[src/rtl/vga_cmd_pkg.sv]
// Shared constants for the UART pattern command block: ASCII codes, TX FSM
// encoding and small hex/ASCII conversion helpers.
package vga_cmd_pkg;

    localparam logic [7:0] ASCII_PLUS  = 8'h2B;
    localparam logic [7:0] ASCII_MINUS = 8'h2D;
    localparam logic [7:0] ASCII_QMARK = 8'h3F;
    localparam logic [7:0] ASCII_CR    = 8'h0D;
    localparam logic [7:0] ASCII_LF    = 8'h0A;

    typedef enum logic [1:0] {
        TX_IDLE      = 2'd0,
        TX_SEND      = 2'd1,
        TX_WAIT_DONE = 2'd2
    } tx_state_e;

    // Returns {is_hex_digit, value}; either letter case is accepted.
    function automatic logic [4:0] ascii_to_hex(input logic [7:0] b);
        logic [4:0] r;
        r = 5'd0;
        if (b >= 8'h30 && b <= 8'h39) begin
            r = {1'b1, 4'(b - 8'h30)};
        end else if (b >= 8'h41 && b <= 8'h46) begin
            r = {1'b1, 4'(b - 8'h37)};
        end else if (b >= 8'h61 && b <= 8'h66) begin
            r = {1'b1, 4'(b - 8'h57)};
        end
        return r;
    endfunction

    function automatic logic [7:0] hex_to_ascii(input logic [3:0] v);
        return (v < 4'd10) ? (8'h30 + {4'd0, v}) : (8'h37 + {4'd0, v});
    endfunction

endpackage

[src/rtl/resp_fifo.sv]
// Small synchronous FIFO for response bytes; a push into a full FIFO is
// accepted only when a pop happens in the same cycle.
module resp_fifo #(
    parameter int WIDTH = 8,
    parameter int DEPTH = 2
) (
    input  logic             i_Clk,
    input  logic             i_Reset,
    input  logic             i_Push,
    input  logic [WIDTH-1:0] i_Data,
    input  logic             i_Pop,
    output logic [WIDTH-1:0] o_Data,
    output logic             o_Full,
    output logic             o_Empty
);

    localparam int AW = (DEPTH > 1) ? $clog2(DEPTH) : 1;
    localparam int CW = $clog2(DEPTH + 1);

    logic [WIDTH-1:0] mem_q [DEPTH];
    logic [WIDTH-1:0] mem_d [DEPTH];
    logic [AW-1:0]    wr_ptr_q, wr_ptr_d;
    logic [AW-1:0]    rd_ptr_q, rd_ptr_d;
    logic [CW-1:0]    count_q, count_d;
    logic             do_push, do_pop;

    assign o_Full  = (count_q == CW'(DEPTH));
    assign o_Empty = (count_q == '0);
    assign o_Data  = mem_q[rd_ptr_q];

    always_comb begin
        do_pop   = i_Pop && !o_Empty;
        do_push  = i_Push && (!o_Full || do_pop);
        mem_d    = mem_q;
        wr_ptr_d = wr_ptr_q;
        rd_ptr_d = rd_ptr_q;
        count_d  = count_q;
        if (do_push) begin
            mem_d[wr_ptr_q] = i_Data;
            wr_ptr_d = (wr_ptr_q == AW'(DEPTH - 1)) ? '0 : wr_ptr_q + AW'(1);
        end
        if (do_pop) begin
            rd_ptr_d = (rd_ptr_q == AW'(DEPTH - 1)) ? '0 : rd_ptr_q + AW'(1);
        end
        if (do_push && !do_pop) begin
            count_d = count_q + CW'(1);
        end else if (!do_push && do_pop) begin
            count_d = count_q - CW'(1);
        end
    end

    always_ff @(posedge i_Clk or posedge i_Reset) begin
        if (i_Reset) begin
            for (int i = 0; i < DEPTH; i++) begin
                mem_q[i] <= '0;
            end
            wr_ptr_q <= '0;
            rd_ptr_q <= '0;
            count_q  <= '0;
        end else begin
            mem_q    <= mem_d;
            wr_ptr_q <= wr_ptr_d;
            rd_ptr_q <= rd_ptr_d;
            count_q  <= count_d;
        end
    end

endmodule

[src/rtl/uart_pattern_cmd.sv]
// Decodes single-byte UART commands into a test-pattern index and echoes the
// new index (or '?') back through a 2-entry response FIFO and a TX handshake FSM.
module uart_pattern_cmd
    import vga_cmd_pkg::*;
#(
    parameter int NUM_PATTERNS = 8,
    parameter int IDX_WIDTH    = 4
) (
    input  logic                 i_Clk,
    input  logic                 i_Reset,
    input  logic                 i_RX_DV,
    input  logic [7:0]           i_RX_Byte,
    input  logic                 i_TX_Active,
    input  logic                 i_TX_Done,
    output logic                 o_TX_DV,
    output logic [7:0]           o_TX_Byte,
    output logic [IDX_WIDTH-1:0] o_Pattern,
    output logic                 o_Pattern_Change,
    output logic [7:0]           o_Err_Count,
    output logic                 o_Overrun
);

    localparam logic [IDX_WIDTH-1:0] LAST_IDX = IDX_WIDTH'(NUM_PATTERNS - 1);

    logic [IDX_WIDTH-1:0] pattern_q, pattern_d;
    logic                 change_q, change_d;
    logic [7:0]           err_count_q, err_count_d;
    logic                 overrun_q, overrun_d;
    logic [7:0]           tx_byte_q, tx_byte_d;
    tx_state_e            state_q, state_d;

    logic                 cmd_accept, cmd_reject;
    logic [IDX_WIDTH-1:0] new_idx;
    logic [4:0]           hex_dec;
    logic                 resp_push;
    logic [7:0]           resp_byte;
    logic                 fifo_pop, fifo_full, fifo_empty;
    logic [7:0]           fifo_head;

    // Command decode: a response is pushed in the same edge the pattern updates,
    // so the FSM can see it one cycle later.
    always_comb begin
        cmd_accept = 1'b0;
        cmd_reject = 1'b0;
        new_idx    = pattern_q;
        hex_dec    = ascii_to_hex(i_RX_Byte);
        if (i_RX_DV) begin
            if (hex_dec[4]) begin
                if (int'({28'd0, hex_dec[3:0]}) < NUM_PATTERNS) begin
                    cmd_accept = 1'b1;
                    new_idx    = IDX_WIDTH'(hex_dec[3:0]);
                end else begin
                    cmd_reject = 1'b1;
                end
            end else if (i_RX_Byte == ASCII_PLUS) begin
                cmd_accept = 1'b1;
                new_idx    = (pattern_q == LAST_IDX) ? '0 : pattern_q + IDX_WIDTH'(1);
            end else if (i_RX_Byte == ASCII_MINUS) begin
                cmd_accept = 1'b1;
                new_idx    = (pattern_q == '0) ? LAST_IDX : pattern_q - IDX_WIDTH'(1);
            end else if (i_RX_Byte != ASCII_CR && i_RX_Byte != ASCII_LF) begin
                cmd_reject = 1'b1;
            end
        end
    end

    always_comb begin
        resp_push   = cmd_accept || cmd_reject;
        resp_byte   = cmd_accept ? hex_to_ascii(4'(new_idx)) : ASCII_QMARK;
        pattern_d   = cmd_accept ? new_idx : pattern_q;
        change_d    = cmd_accept;
        err_count_d = (cmd_reject && err_count_q != 8'hFF) ? err_count_q + 8'd1 : err_count_q;
        overrun_d   = overrun_q || (resp_push && fifo_full && !fifo_pop);
    end

    resp_fifo #(
        .WIDTH(8),
        .DEPTH(2)
    ) u_resp_fifo (
        .i_Clk  (i_Clk),
        .i_Reset(i_Reset),
        .i_Push (resp_push),
        .i_Data (resp_byte),
        .i_Pop  (fifo_pop),
        .o_Data (fifo_head),
        .o_Full (fifo_full),
        .o_Empty(fifo_empty)
    );

    // The head is captured on entry to SEND so o_TX_Byte holds afterwards.
    always_comb begin
        state_d   = state_q;
        tx_byte_d = tx_byte_q;
        fifo_pop  = 1'b0;
        o_TX_DV   = 1'b0;
        case (state_q)
            TX_IDLE: begin
                if (!fifo_empty && !i_TX_Active) begin
                    state_d   = TX_SEND;
                    tx_byte_d = fifo_head;
                end
            end
            TX_SEND: begin
                o_TX_DV  = 1'b1;
                fifo_pop = 1'b1;
                state_d  = TX_WAIT_DONE;
            end
            TX_WAIT_DONE: begin
                if (i_TX_Done) begin
                    state_d = TX_IDLE;
                end
            end
            default: state_d = TX_IDLE;
        endcase
    end

    always_ff @(posedge i_Clk or posedge i_Reset) begin
        if (i_Reset) begin
            pattern_q   <= '0;
            change_q    <= 1'b0;
            err_count_q <= 8'd0;
            overrun_q   <= 1'b0;
            tx_byte_q   <= 8'd0;
            state_q     <= TX_IDLE;
        end else begin
            pattern_q   <= pattern_d;
            change_q    <= change_d;
            err_count_q <= err_count_d;
            overrun_q   <= overrun_d;
            tx_byte_q   <= tx_byte_d;
            state_q     <= state_d;
        end
    end

    assign o_Pattern        = pattern_q;
    assign o_Pattern_Change = change_q;
    assign o_Err_Count      = err_count_q;
    assign o_Overrun        = overrun_q;
    assign o_TX_Byte        = tx_byte_q;

endmodule

[config.mk]
export PLATFORM = sky130hd
export DESIGN_NAME = uart_pattern_cmd
export DESIGN_NICKNAME = d
export VERILOG_FILES = /design/src/rtl/vga_cmd_pkg.sv /design/src/rtl/resp_fifo.sv /design/src/rtl/uart_pattern_cmd.sv
export SDC_FILE = /design/constraint.sdc
export NUM_CORES = 1
export LEC_CHECK = 0
export ABC_AREA = 1
export CAP_MARGIN = 40
export CELL_PAD_IN_SITES_DETAIL_PLACEMENT = 1
export CELL_PAD_IN_SITES_GLOBAL_PLACEMENT = 1
export CORE_AREA = 5 5 87 89
export CTS_CLUSTER_DIAMETER = 200
export DETAILED_ROUTE_END_ITERATION = 16
export DIE_AREA = 0 0 92 94
export PLACE_DENSITY_LB_ADDON = 0.08
export SKIP_CTS_REPAIR_TIMING = 1
export SYNTH_ARGS = -nofsm -noshare
export SYNTH_HDL_FRONTEND = slang
export SYNTH_SLANG_ARGS = --single-unit
[constraint.sdc]
create_clock -name i_Clk -period 2.34 [get_ports i_Clk]
set_input_delay 0.234 -clock i_Clk [delete_from_list [all_inputs] [get_ports i_Clk]]
set_output_delay 0.234 -clock i_Clk [all_outputs]
set_load 0.05 [all_outputs]
== Word-level counts from Yosys, hierarchy flattened ==
Index checks and enable logic that the tools add are counted.

* Register bits: 44
* Word-level logic and storage cells: 112
* Input port bits: 13

* Equality and inequality tests: 11
* $lt $le $gt $ge: 11
* Reductions and logical operators: 28
* Muxes and demuxes: 37
* $add $sub $neg: 12
* Bitwise operators: 2

{| class="wikitable"
|+ Operator list
! kind !! number
|-
| 8-bit two-way mux || 4
|-
| 4-bit two-way mux || 7
|-
| 16-bit bitwise mux || 1
|-
| 8-bit by 6-bit == test with 1-bit output, second input constant || 2
|-
| 8-bit by 7-bit greater-or-equal comparator with 1-bit output, second input constant || 2
|-
| 8-bit by 7-bit less-or-equal comparator with 1-bit output, second input constant || 2
|-
| 8-bit by 4-bit != test with 1-bit output, second input constant || 2
|-
| 5-bit two-way mux || 3
|-
| 6-bit by 4-bit adder with 7-bit output, first input constant || 2
|-
| 1-bit two-way mux || 14
|-
| 7-bit two-way mux || 2
|-
| 1-bit logical AND || 13
|-
| 8-bit by 1-bit adder with 8-bit output, second input constant || 1
|-
| 8-bit demux with 1-bit select || 1
|-
| 8-bit by 6-bit greater-or-equal comparator with 1-bit output, second input constant || 1
|-
| 8-bit by 6-bit less-or-equal comparator with 1-bit output, second input constant || 1
|-
| 4-bit less-than comparator, second input constant || 2
|-
| 2-bit two-way mux || 4
|-
| 8-bit != test, second input constant || 1
|-
| 4-bit by 1-bit subtractor with 4-bit output, second input constant || 2
|-
| 4-bit by 3-bit subtractor with 4-bit output, second input constant || 2
|-
| 1-bit zero test || 6
|-
| 2-bit one-hot mux with 3 select lines || 1
|-
| 4-bit by 1-bit adder with 4-bit output, second input constant || 1
|-
| 15 further kinds || 24
|}

== Logic depth before layout (Yosys ltp) ==
Gate-level depths: netlist of run 1.

* Depth after elaboration: 15
* Gate-level depth with buffers: 18
* Gate-level depth less buffers: 18

== Hierarchy ==
From an unflattened synthesis of run 1, not the netlist that was laid out.

* Cell total of the unflattened synthesis: 378
* Area total of the unflattened synthesis: 2886.5 um2

{| class="wikitable"
|+ Modules (own cells, without submodules)
! module !! instances !! cells an instance !! area each (um2) !! sequential area each (um2)
|-
| uart_pattern_cmd || 1 || 254 || 1871.8 || 600.6
|-
| resp_fifo || 1 || 124 || 1014.7 || 500.5
|}

== Least setup slack after synthesis of run 1 ==
No wires, ideal clock.

* Kind: reg2reg
* From: reg pattern_q[0] (netlist: o_Pattern[0])
* To: reg u_resp_fifo.mem_q[10] in the netlist's numbering
* Path slack: 52 ps
* Data arrival time: 2172 ps
* Data required time: 2223 ps
* Stages on the path, launching flop included: 15
* Cell sequence: dfrtp_1 -> inv_1 -> ha_1 -> inv_1 -> nand3_1 -> nand3_1 -> nand2_1 -> nand2_1 -> o21bai_4 -> ha_1 -> nand2_1 -> a21oi_1 -> nand2_1 -> nand2_1 -> nand2_1

* Word-level cells in the longest chain between the ends: 10

{| class="wikitable"
|+ Ends and longest elaborated chain
! what !! RTL line !! text
|-
| start, declared || uart_pattern_cmd.sv:25 || <nowiki>logic [IDX_WIDTH-1:0] pattern_q, pattern_d;</nowiki>
|-
| start signal, assigned || uart_pattern_cmd.sv:126 || <nowiki>pattern_q <= pattern_d;</nowiki>
|-
| 4-bit by 1-bit subtractor with 4-bit output / 4-bit zero test (equally long branches) || uart_pattern_cmd.sv:60 || <nowiki>new_idx = (pattern_q == '0) ? LAST_IDX : pattern_q - IDX_WIDTH'(1);</nowiki>
|-
| 4-bit two-way mux || uart_pattern_cmd.sv:60 ||
|-
| 4-bit two-way mux || uart_pattern_cmd.sv:58 || <nowiki>end else if (i_RX_Byte == ASCII_MINUS) begin</nowiki>
|-
| 4-bit two-way mux || uart_pattern_cmd.sv:55 || <nowiki>end else if (i_RX_Byte == ASCII_PLUS) begin</nowiki>
|-
| 4-bit two-way mux || uart_pattern_cmd.sv:48 || <nowiki>if (hex_dec[4]) begin</nowiki>
|-
| 4-bit two-way mux * || uart_pattern_cmd.sv:47 || <nowiki>if (i_RX_DV) begin</nowiki>
|-
| 6-bit by 4-bit adder with 7-bit output / 4-bit less-than comparator (equally long branches) || vga_cmd_pkg.sv:32 || <nowiki>return (v < 4'd10) ? (8'h30 + {4'd0, v}) : (8'h37 + {4'd0, v});</nowiki>
|-
| 7-bit two-way mux * || vga_cmd_pkg.sv:32 ||
|-
| 7-bit two-way mux * || uart_pattern_cmd.sv:69 || <nowiki>resp_byte = cmd_accept ? hex_to_ascii(4'(new_idx)) : ASCII_QMARK;</nowiki>
|-
| 16-bit bitwise mux * || resp_fifo.sv:39 || <nowiki>mem_d[wr_ptr_q] = i_Data;</nowiki>
|-
| end signal, assigned || resp_fifo.sv:61 || <nowiki>mem_q <= mem_d;</nowiki>
|-
| end, declared || resp_fifo.sv:20 || <nowiki>logic [WIDTH-1:0] mem_q [DEPTH];</nowiki>
|}

Mark *: on every way between the ends. The rest lies on a longest branch, timed or not.
A chain may end at the register's enable or synchronous reset.

== Worst setup path after layout of run 1 ==
* From: in i_RX_Byte[1]
* To: reg u_resp_fifo.count_q[1]

* Word-level cells in the longest chain between the ends: 14

{| class="wikitable"
|+ Ends and longest elaborated chain
! what !! RTL line !! text
|-
| start, declared || uart_pattern_cmd.sv:12 || <nowiki>input logic [7:0] i_RX_Byte,</nowiki>
|-
| 8-bit by 7-bit greater-or-equal comparator with 1-bit output / 8-bit by 7-bit less-or-equal comparator with 1-bit output (equally long branches) || vga_cmd_pkg.sv:25 || <nowiki>end else if (b >= 8'h61 && b <= 8'h66) begin</nowiki>
|-
| 1-bit logical AND || vga_cmd_pkg.sv:25 ||
|-
| 5-bit two-way mux || vga_cmd_pkg.sv:25 ||
|-
| 5-bit two-way mux || vga_cmd_pkg.sv:23 || <nowiki>end else if (b >= 8'h41 && b <= 8'h46) begin</nowiki>
|-
| 5-bit two-way mux || vga_cmd_pkg.sv:21 || <nowiki>if (b >= 8'h30 && b <= 8'h39) begin</nowiki>
|-
| 4-bit less-than comparator || uart_pattern_cmd.sv:49 || <nowiki>if (int'({28'd0, hex_dec[3:0]}) < NUM_PATTERNS) begin</nowiki>
|-
| 1-bit two-way mux || uart_pattern_cmd.sv:49 ||
|-
| 1-bit two-way mux || uart_pattern_cmd.sv:48 ||
|-
| 1-bit two-way mux || uart_pattern_cmd.sv:47 ||
|-
| 1-bit logical OR * || uart_pattern_cmd.sv:68 || <nowiki>resp_push = cmd_accept || cmd_reject;</nowiki>
|-
| 1-bit logical AND * || resp_fifo.sv:33 || <nowiki>do_push = i_Push && (!o_Full || do_pop);</nowiki>
|-
| 1-bit zero test || resp_fifo.sv:47 || <nowiki>end else if (!do_push && do_pop) begin</nowiki>
|-
| 1-bit logical AND || resp_fifo.sv:47 ||
|-
| 2-bit nonzero test (no line) || -- ||
|-
| end signal, assigned || resp_fifo.sv:64 || <nowiki>count_q <= count_d;</nowiki>
|-
| end, declared || resp_fifo.sv:24 || <nowiki>logic [CW-1:0] count_q, count_d;</nowiki>
|}

Marks and branches as above.

==> results of run 1 <==
layout by cell type, fill, tap and decap left out, types with 2 or more instances in the layout:
master / n
inv_2: 6
clkbuf_8: 5
nor2_8: 3
nor2_4: 4
a21oi_1: 2
nand2_1: 90
nand3_4: 2
nand3_2: 8
o21ai_0: 11
nand2_4: 8
ha_2: 2
nor3_1: 3
nand4_1: 3
o21a_1: 7
clkdlybuf4s50_1: 33
xnor2_1: 3
nand2_2: 12
nand3_1: 20
nor2_1: 22
dfrtp_1: 40
inv_4: 2
buf_4: 40
o21ai_2: 4
o21ai_1: 4
xor2_1: 8
ha_1: 7
nor2_2: 3
or2_2: 5
inv_1: 30
flip-flops by register name, summed over array words and instances (netlist names):
register	count
o_TX_Byte	7
u_resp_fifo.mem_q	14
o_Pattern_Change	1
o_Err_Count	8
o_Pattern	4
u_resp_fifo.wr_ptr_q	1
u_resp_fifo.count_q	2
state_q	2
o_Overrun	1
u_resp_fifo.rd_ptr_q	1
layer usage:
metal	global-route usage	vias to the layer above	share of wire
li1	-	1181	-
met1	0.2108	1134	0.47
met2	0.2901	23	0.50
met3	0.02404	4	0.022
met4	0.03713	0	0.0081
met5	0	-	0
cells by family (layout without fill, tap and decap cells):
group,count (synthesis),after routing,share of synthesized area
xor+xnor,11,11,0.03610
simple gates,185,185,0.3685
compound gates,35,35,0.09376
other cells,1,1,0.001405
buf+inv,43,120,0.06469
fa+ha+maj,10,10,0.04688
mux,1,1,0.004219
flops,41,41,0.3844
worst paths after layout:
| kind | endpoint | slack, ns | depth (start not counted) |
|---|---|---|---|
| worst max-delay path | u_resp_fifo.count_q[1]$_DFFE_PP0P_ | 0.14 | 17 |
| worst min-delay path | u_resp_fifo.wr_ptr_q$_DFFE_PP0N_ | 0.37 | 3 |
| worst max register to register | u_resp_fifo.mem_q[1]$_DFFE_PP0P_ | 0.33 | 15 |
| worst min register to register | u_resp_fifo.mem_q[4]$_DFFE_PP0P_ | 0.48 | 2 |
| max in group asynchronous | o_Pattern[0]$_DFFE_PP0N_ | 1.56 | 3 |
| min in group i_Clk | u_resp_fifo.mem_q[4]$_DFFE_PP0P_ | 0.48 | 2 |
cell type report:
class,count,area [µm²]
repair buffers,74,643.1
inverters,39,151.4
clock buffers,5,68.82
fillers,840,3144
flip-flops and latches,41,1027
clock inverters,2,35.03
multi-input cells,243,1511
well taps,80,100.1
critical path, delay by kind of cell:
kind | cells | cell delay (ns)
compound gates | 2 | 0.19
xor+xnor | 1 | 0.14
fa+ha+maj | 2 | 0.46
buf+inv | 5 | 0.72
simple gates | 7 | 0.63
through the flow:
step	utilization	hold slack (ns)	setup slack, ns	power, µW	std cells
6_report	0.5294	0.3724	0.1383	3852	484
5_1_grt	0.5294	0.4348	0.01520	4143	484
3_5_place_dp	0.5067	0.4637	-0.3142	3315	477
4_1_cts	0.5223	0.3933	-0.02618	3896	484
3_3_place_gp	0.5067	0.4585	-0.1958	3258	477
2_1_floorplan	-	0.3412	0.05180	2610	327
power by group through the flow:
stage | registers (µW) | logic [µW] | clock network (µW)
after global placement | 1250 | 2010 | 0
after detailed placement | 1260 | 2050 | 0
after CTS | 1250 | 2060 | 579
after floorplan | 1680 | 927 | 0
after global routing | 1300 | 2240 | 602
final | 1250 | 2050 | 559
==> metrics, run 1 <==
status=finished, final reports clean; leakage=0.001762 µW; DRT Pass-1 Iters=4; Total Neg Setup Slack=0 ns; crit-path cells=clkdlybuf4s50_1 > inv_2 > ha_4 > inv_1 > nand3_1 > nand3_2 > nand2_4 > inv_2 > nand3_2 > nand3_4 > nand2_4 > nand2_4 > inv_1 > ha_1 > a21oi_2 > o21ai_1 > xor2_1; total power per unit cell area=around 1100 nW/µm²; drt wl/cell=13.53 µm; clk buf depth=2; unrepaired setup endpoints after global routing=no; vias in the first global route=2543; mapped cell area=2669 µm²; post-detail-place hpwl=5209 µm; crit path from=i_RX_Byte[1]; CTS tree=done; Logic pwr share=0.531; Area after DPL=3386 µm²; skew final=0.01124 ns; H-Tree Depth=2; Max-slew headroom=0.6447; Syn-to-layout area delta=32.54%; Max IR drop VDD=0.0007722 V; routed via count=2342; Tmin final=approximately 2.2 ns; count leader, synth=nand2_1; layout cells sized above 1=0.2822; ANT nets after route=0; Gate Count Post-Synth=327; syn nets=350; Yosys reg bits=41; clk slew on worst S/H paths=0.09 ns; Reg power frac=0.324; Worst setup EP type=register; largest net degree at the start of global routing=42; number of nets in the layout=427; switching power=about 1700 µW; Yosys top cell by area=dfrtp_1; worst-skew pair later-pin latency=0.29 ns; Overflow after GRT=0; Post-synth EDFFs=0; slowest CP cell=clkdlybuf4s50_1; Routed WL=6548 µm; Setup-failing EPs final=0; most used cell, CP=nand2_4; Primary FF master, synth=dfrtp_1; final worst-path cycle share=0.9409; top cells by area, synth=dfrtp_1 38%, nand2_1 13%, ha_1 4.7%; Horiz. Die Dim=roughly 92 µm; CP required=2.51 ns; iteration-0 DRC count of the detailed router=68; die height=94 µm; clock sink count=41; core area=about 6700 µm²; fin. max-slew vios=0; final-report hold violation count=0; global-route wire length before repair=~12000 µm; max_cap viols=0; root buffer cell=clkbuf_8; full die area=just under 9000 µm²; Initial Util=0.3994; Clk pwr share=0.145; P_int=~2100 µW; CP max stage delay=0.49 ns; Remaining DRCs=0; sw frac=0.4529; port buffer count=34; Final Cell Area=3537 µm²; Post-synth top cells=92 x nand2_1, 41 x dfrtp_1, 31 x inv_1; Final GP Congestion=0.8054; f_max=454.2 MHz; measured slew at the worst slew-check pin=about 0.53 ns; yosys warns=0; Avg Cell Area, Syn=slightly above 8 µm²; GRT Util Overall=0.1637; Post-synth ARST share=1.000; Worst EP arrival=2.37 ns; Yosys top cell area share=0.3844; worst r2r src=o_Pattern[0]$_DFFE_PP0N_; I/O pins=36; # rows=30; Yosys cell types=39; via/cell ratio=4.839; Max FO, Critical Path=5; sequential cell area fraction in the yosys report=0.3844; Hold Path Class=input pin to async pin; antenna violations before repair=0; CTS Buf Count=5; WS Path Type=input pin to register; Startpoint Class=input pin; n_diodes=0
Note: power is estimated with default switching activity, not from simulation.
==> inputs of run 2 (changes only) <==
CORE_AREA = 5 5 100 78   (was 5 5 87 89)
DIE_AREA = 0 0 105 83   (was 0 0 92 94)
SLEW_MARGIN = 20   (was not set)
==> run 2 against run 1 <==
  * Flip-flop and latch count unchanged
  * Cell area up 1.1%
  * Die area up 0.77%
  * Combinational power about the same
  * Total power up 1.8%
  * Critical path depth unchanged
  * Critical path type unchanged
  * Global-route usage down 1.0 points
  * Wire length up 0.53%
  * Sequential power about the same
  * Clock-buffer cell count up 2
==> metrics, run 2 (synthesis gave the netlist of run 1 again) <==
number of nets in the layout=429 (was 427); max_cap viols=0 (unchanged); max reg flops=14 (unchanged); Hold Path Class=input pin to async pin (unchanged); final worst-path cycle share=0.9323 (was 0.9409); commonest non-fill, non-tap cell in the layout=nand2_1 (unchanged); n_diodes=0 (unchanged); ANT nets after route=0 (unchanged); clk buf depth=2 (unchanged); largest net degree at the start of global routing=42 (unchanged); Multi-input gate area=1508 µm² (was 1511 µm²); Worst EP arrival=2.35 ns (was 2.37 ns); leakage=0.001771 µW (was 0.001762 µW); via/cell ratio=4.715 (was 4.839); iteration-0 DRC count of the detailed router=43 (was 68); worst-skew pair later-pin latency=0.29 ns (about the same); Max-slew headroom=0.6440 (was 0.6447); fin. max-slew vios=0 (unchanged); DRT Pass-1 Iters=4 (unchanged); port buffer count=34 (unchanged); Reg area=1028 µm² (was 1027 µm²); I/O pins=36 (unchanged); Setup-failing EPs final=0 (unchanged); Max IR drop VDD=0.0007146 V (was 0.0007722 V); flop2flop setup slack=0.21 ns (was 0.33 ns); layout cells sized above 1=0.2850 (was 0.2822); full die area=8715 µm² (was 8648 µm²); Placed Cells=483 (was 477); antenna violations before repair=0 (unchanged); status=finished, final reports clean (unchanged); post-route insts no fill=491 (was 484); # rows=26 (was 30); Initial Util=0.3982 (was 0.3994); Reg2Reg Depth=15 (unchanged); vias in the first global route=2456 (was 2543); Tmin final=2.182 ns (was 2.202 ns); DP Worst Slack=-0.3226 ns (was -0.3142 ns); Max FO, Critical Path=5 (unchanged); clk slew on worst S/H paths=0.08 ns (was 0.09 ns); Horiz. Die Dim=105 µm (was 92 µm); drt wl/cell=13.41 µm (was 13.53 µm); CTS Buf Count=5 (unchanged); routed via count=2315 (was 2342); most frequent cells in the layout=91 x nand2_1, 41 x buf_4, 39 x dfrtp_1 (was 90 x nand2_1, 40 x dfrtp_1, 40 x buf_4); Routed WL=6583 µm (was 6548 µm); Final Cell Area=3577 µm² (was 3537 µm²); clock sink count=41 (unchanged); final-report hold violation count=0 (unchanged); CP required=2.51 ns (about the same); Syn-to-layout area delta=34.04% (was 32.54%); setup ws final=0.1584 ns (was 0.1383 ns); Worst setup EP type=register (unchanged); root buffer cell=clkbuf_8 (unchanged); post-detail-place hpwl=5206 µm (was 5209 µm); skew final=0.009501 ns (was 0.01124 ns); Startpoint Class=input pin (unchanged); core area=6701 µm² (was 6681 µm²); H-Tree Depth=2 (unchanged); Final GP Congestion=0.7244 (was 0.8054); WS Path Type=input pin to register (unchanged); f_max=458.4 MHz (was 454.2 MHz); Overflow after GRT=0 (unchanged); reg2reg end=u_resp_fifo.mem_q[9]$_DFFE_PP0P_ (was u_resp_fifo.mem_q[1]$_DFFE_PP0P_); Remaining DRCs=0 (unchanged); die height=83 µm (was 94 µm); Most flops, register=u_resp_fifo.mem_q (unchanged); Fillers=821 (was 840); global-route wire length before repair=11340 µm (was 11520 µm); CTS tree=done (unchanged); total power per unit cell area=1097 nW/µm² (was 1089 nW/µm²); Area after DPL=3418 µm² (was 3386 µm²); GRT Util Overall=0.1536 (was 0.1637); worst r2r src=o_Pattern[0]$_DFFE_PP0N_ (unchanged); measured slew at the worst slew-check pin=0.5339 ns (was 0.5329 ns); Finished Core Util=0.5338 (was 0.5294)
run 2: final cells by class:
cell class / instances / area share
inverter: 39 / 0.04162
timing repair buffer: 76 / 0.1875
clock inverter: 1 / 0.008395
tap: 84 / 0.02938
sequential: 41 / 0.2875
multi-input combinational: 243 / 0.4215
clock buffer: 7 / 0.02413
run 2: stage by stage:
stage                     setup TNS, ns  hold WS, ns  total power, µW
after floorplan                       0       0.3412             2610
after global placement           -1.944       0.4564             3263
after detailed placement         -4.043       0.4576             3339
after CTS                      -0.02705       0.4030             3953
after global routing         -0.0008933       0.4307             4206
final                                 0       0.3757             3923
run 2: metal layers:
metal / track usage / up-vias / routed length, µm
met2: 0.2377 / 29 / 2889
met3: 0.03178 / 6 / 183
met5: 0 / - / 0
met1: 0.2228 / 1088 / 3460
met4: 0.02904 / 0 / 50
li1: - / 1192 / -
run 2: critical path: stages:
cell             delay (ns)
clkdlybuf4s50_1        0.49
inv_2                  0.06
ha_4                   0.17
inv_1                  0.05
nand3_1                0.11
nand3_2                0.13
nand2_4                0.09
inv_2                  0.07
nand3_2                0.08
nand3_4                0.08
nand2_4                0.06
nand2_4                0.05
inv_1                  0.04
ha_1                   0.29
a21oi_2                0.10
o21ai_1                0.09
xor2_1                 0.14
run 2: power by group:
group / total, µW / switching [µW] / leakage (µW) / internal (µW)
clock network: 597 / 249 / 0.0000585 / 348
registers: 1270 / 254 / 0.000476 / 1010
logic: 2060 / 1260 / 0.00124 / 801
run 2: worst max path at each step:
stage                              from                            endpoint  slack (ns)  cells after the start
2_1_floorplan  o_Pattern[0]$_DFFE_PP0N_   u_resp_fifo.mem_q[10]$_DFFE_PP0P_        0.05                     14
3_3_place_gp               i_RX_Byte[1]  u_resp_fifo.count_q[1]$_DFFE_PP0P_       -0.19                     17
3_5_place_dp               i_RX_Byte[1]  u_resp_fifo.count_q[1]$_DFFE_PP0P_       -0.32                     17
4_1_cts                    i_RX_Byte[1]  u_resp_fifo.count_q[1]$_DFFE_PP0P_       -0.03                     17
5_1_grt                    i_RX_Byte[1]    u_resp_fifo.mem_q[2]$_DFFE_PP0P_     -0.0009                     18
6_report                   i_RX_Byte[1]  u_resp_fifo.count_q[1]$_DFFE_PP0P_        0.16                     17
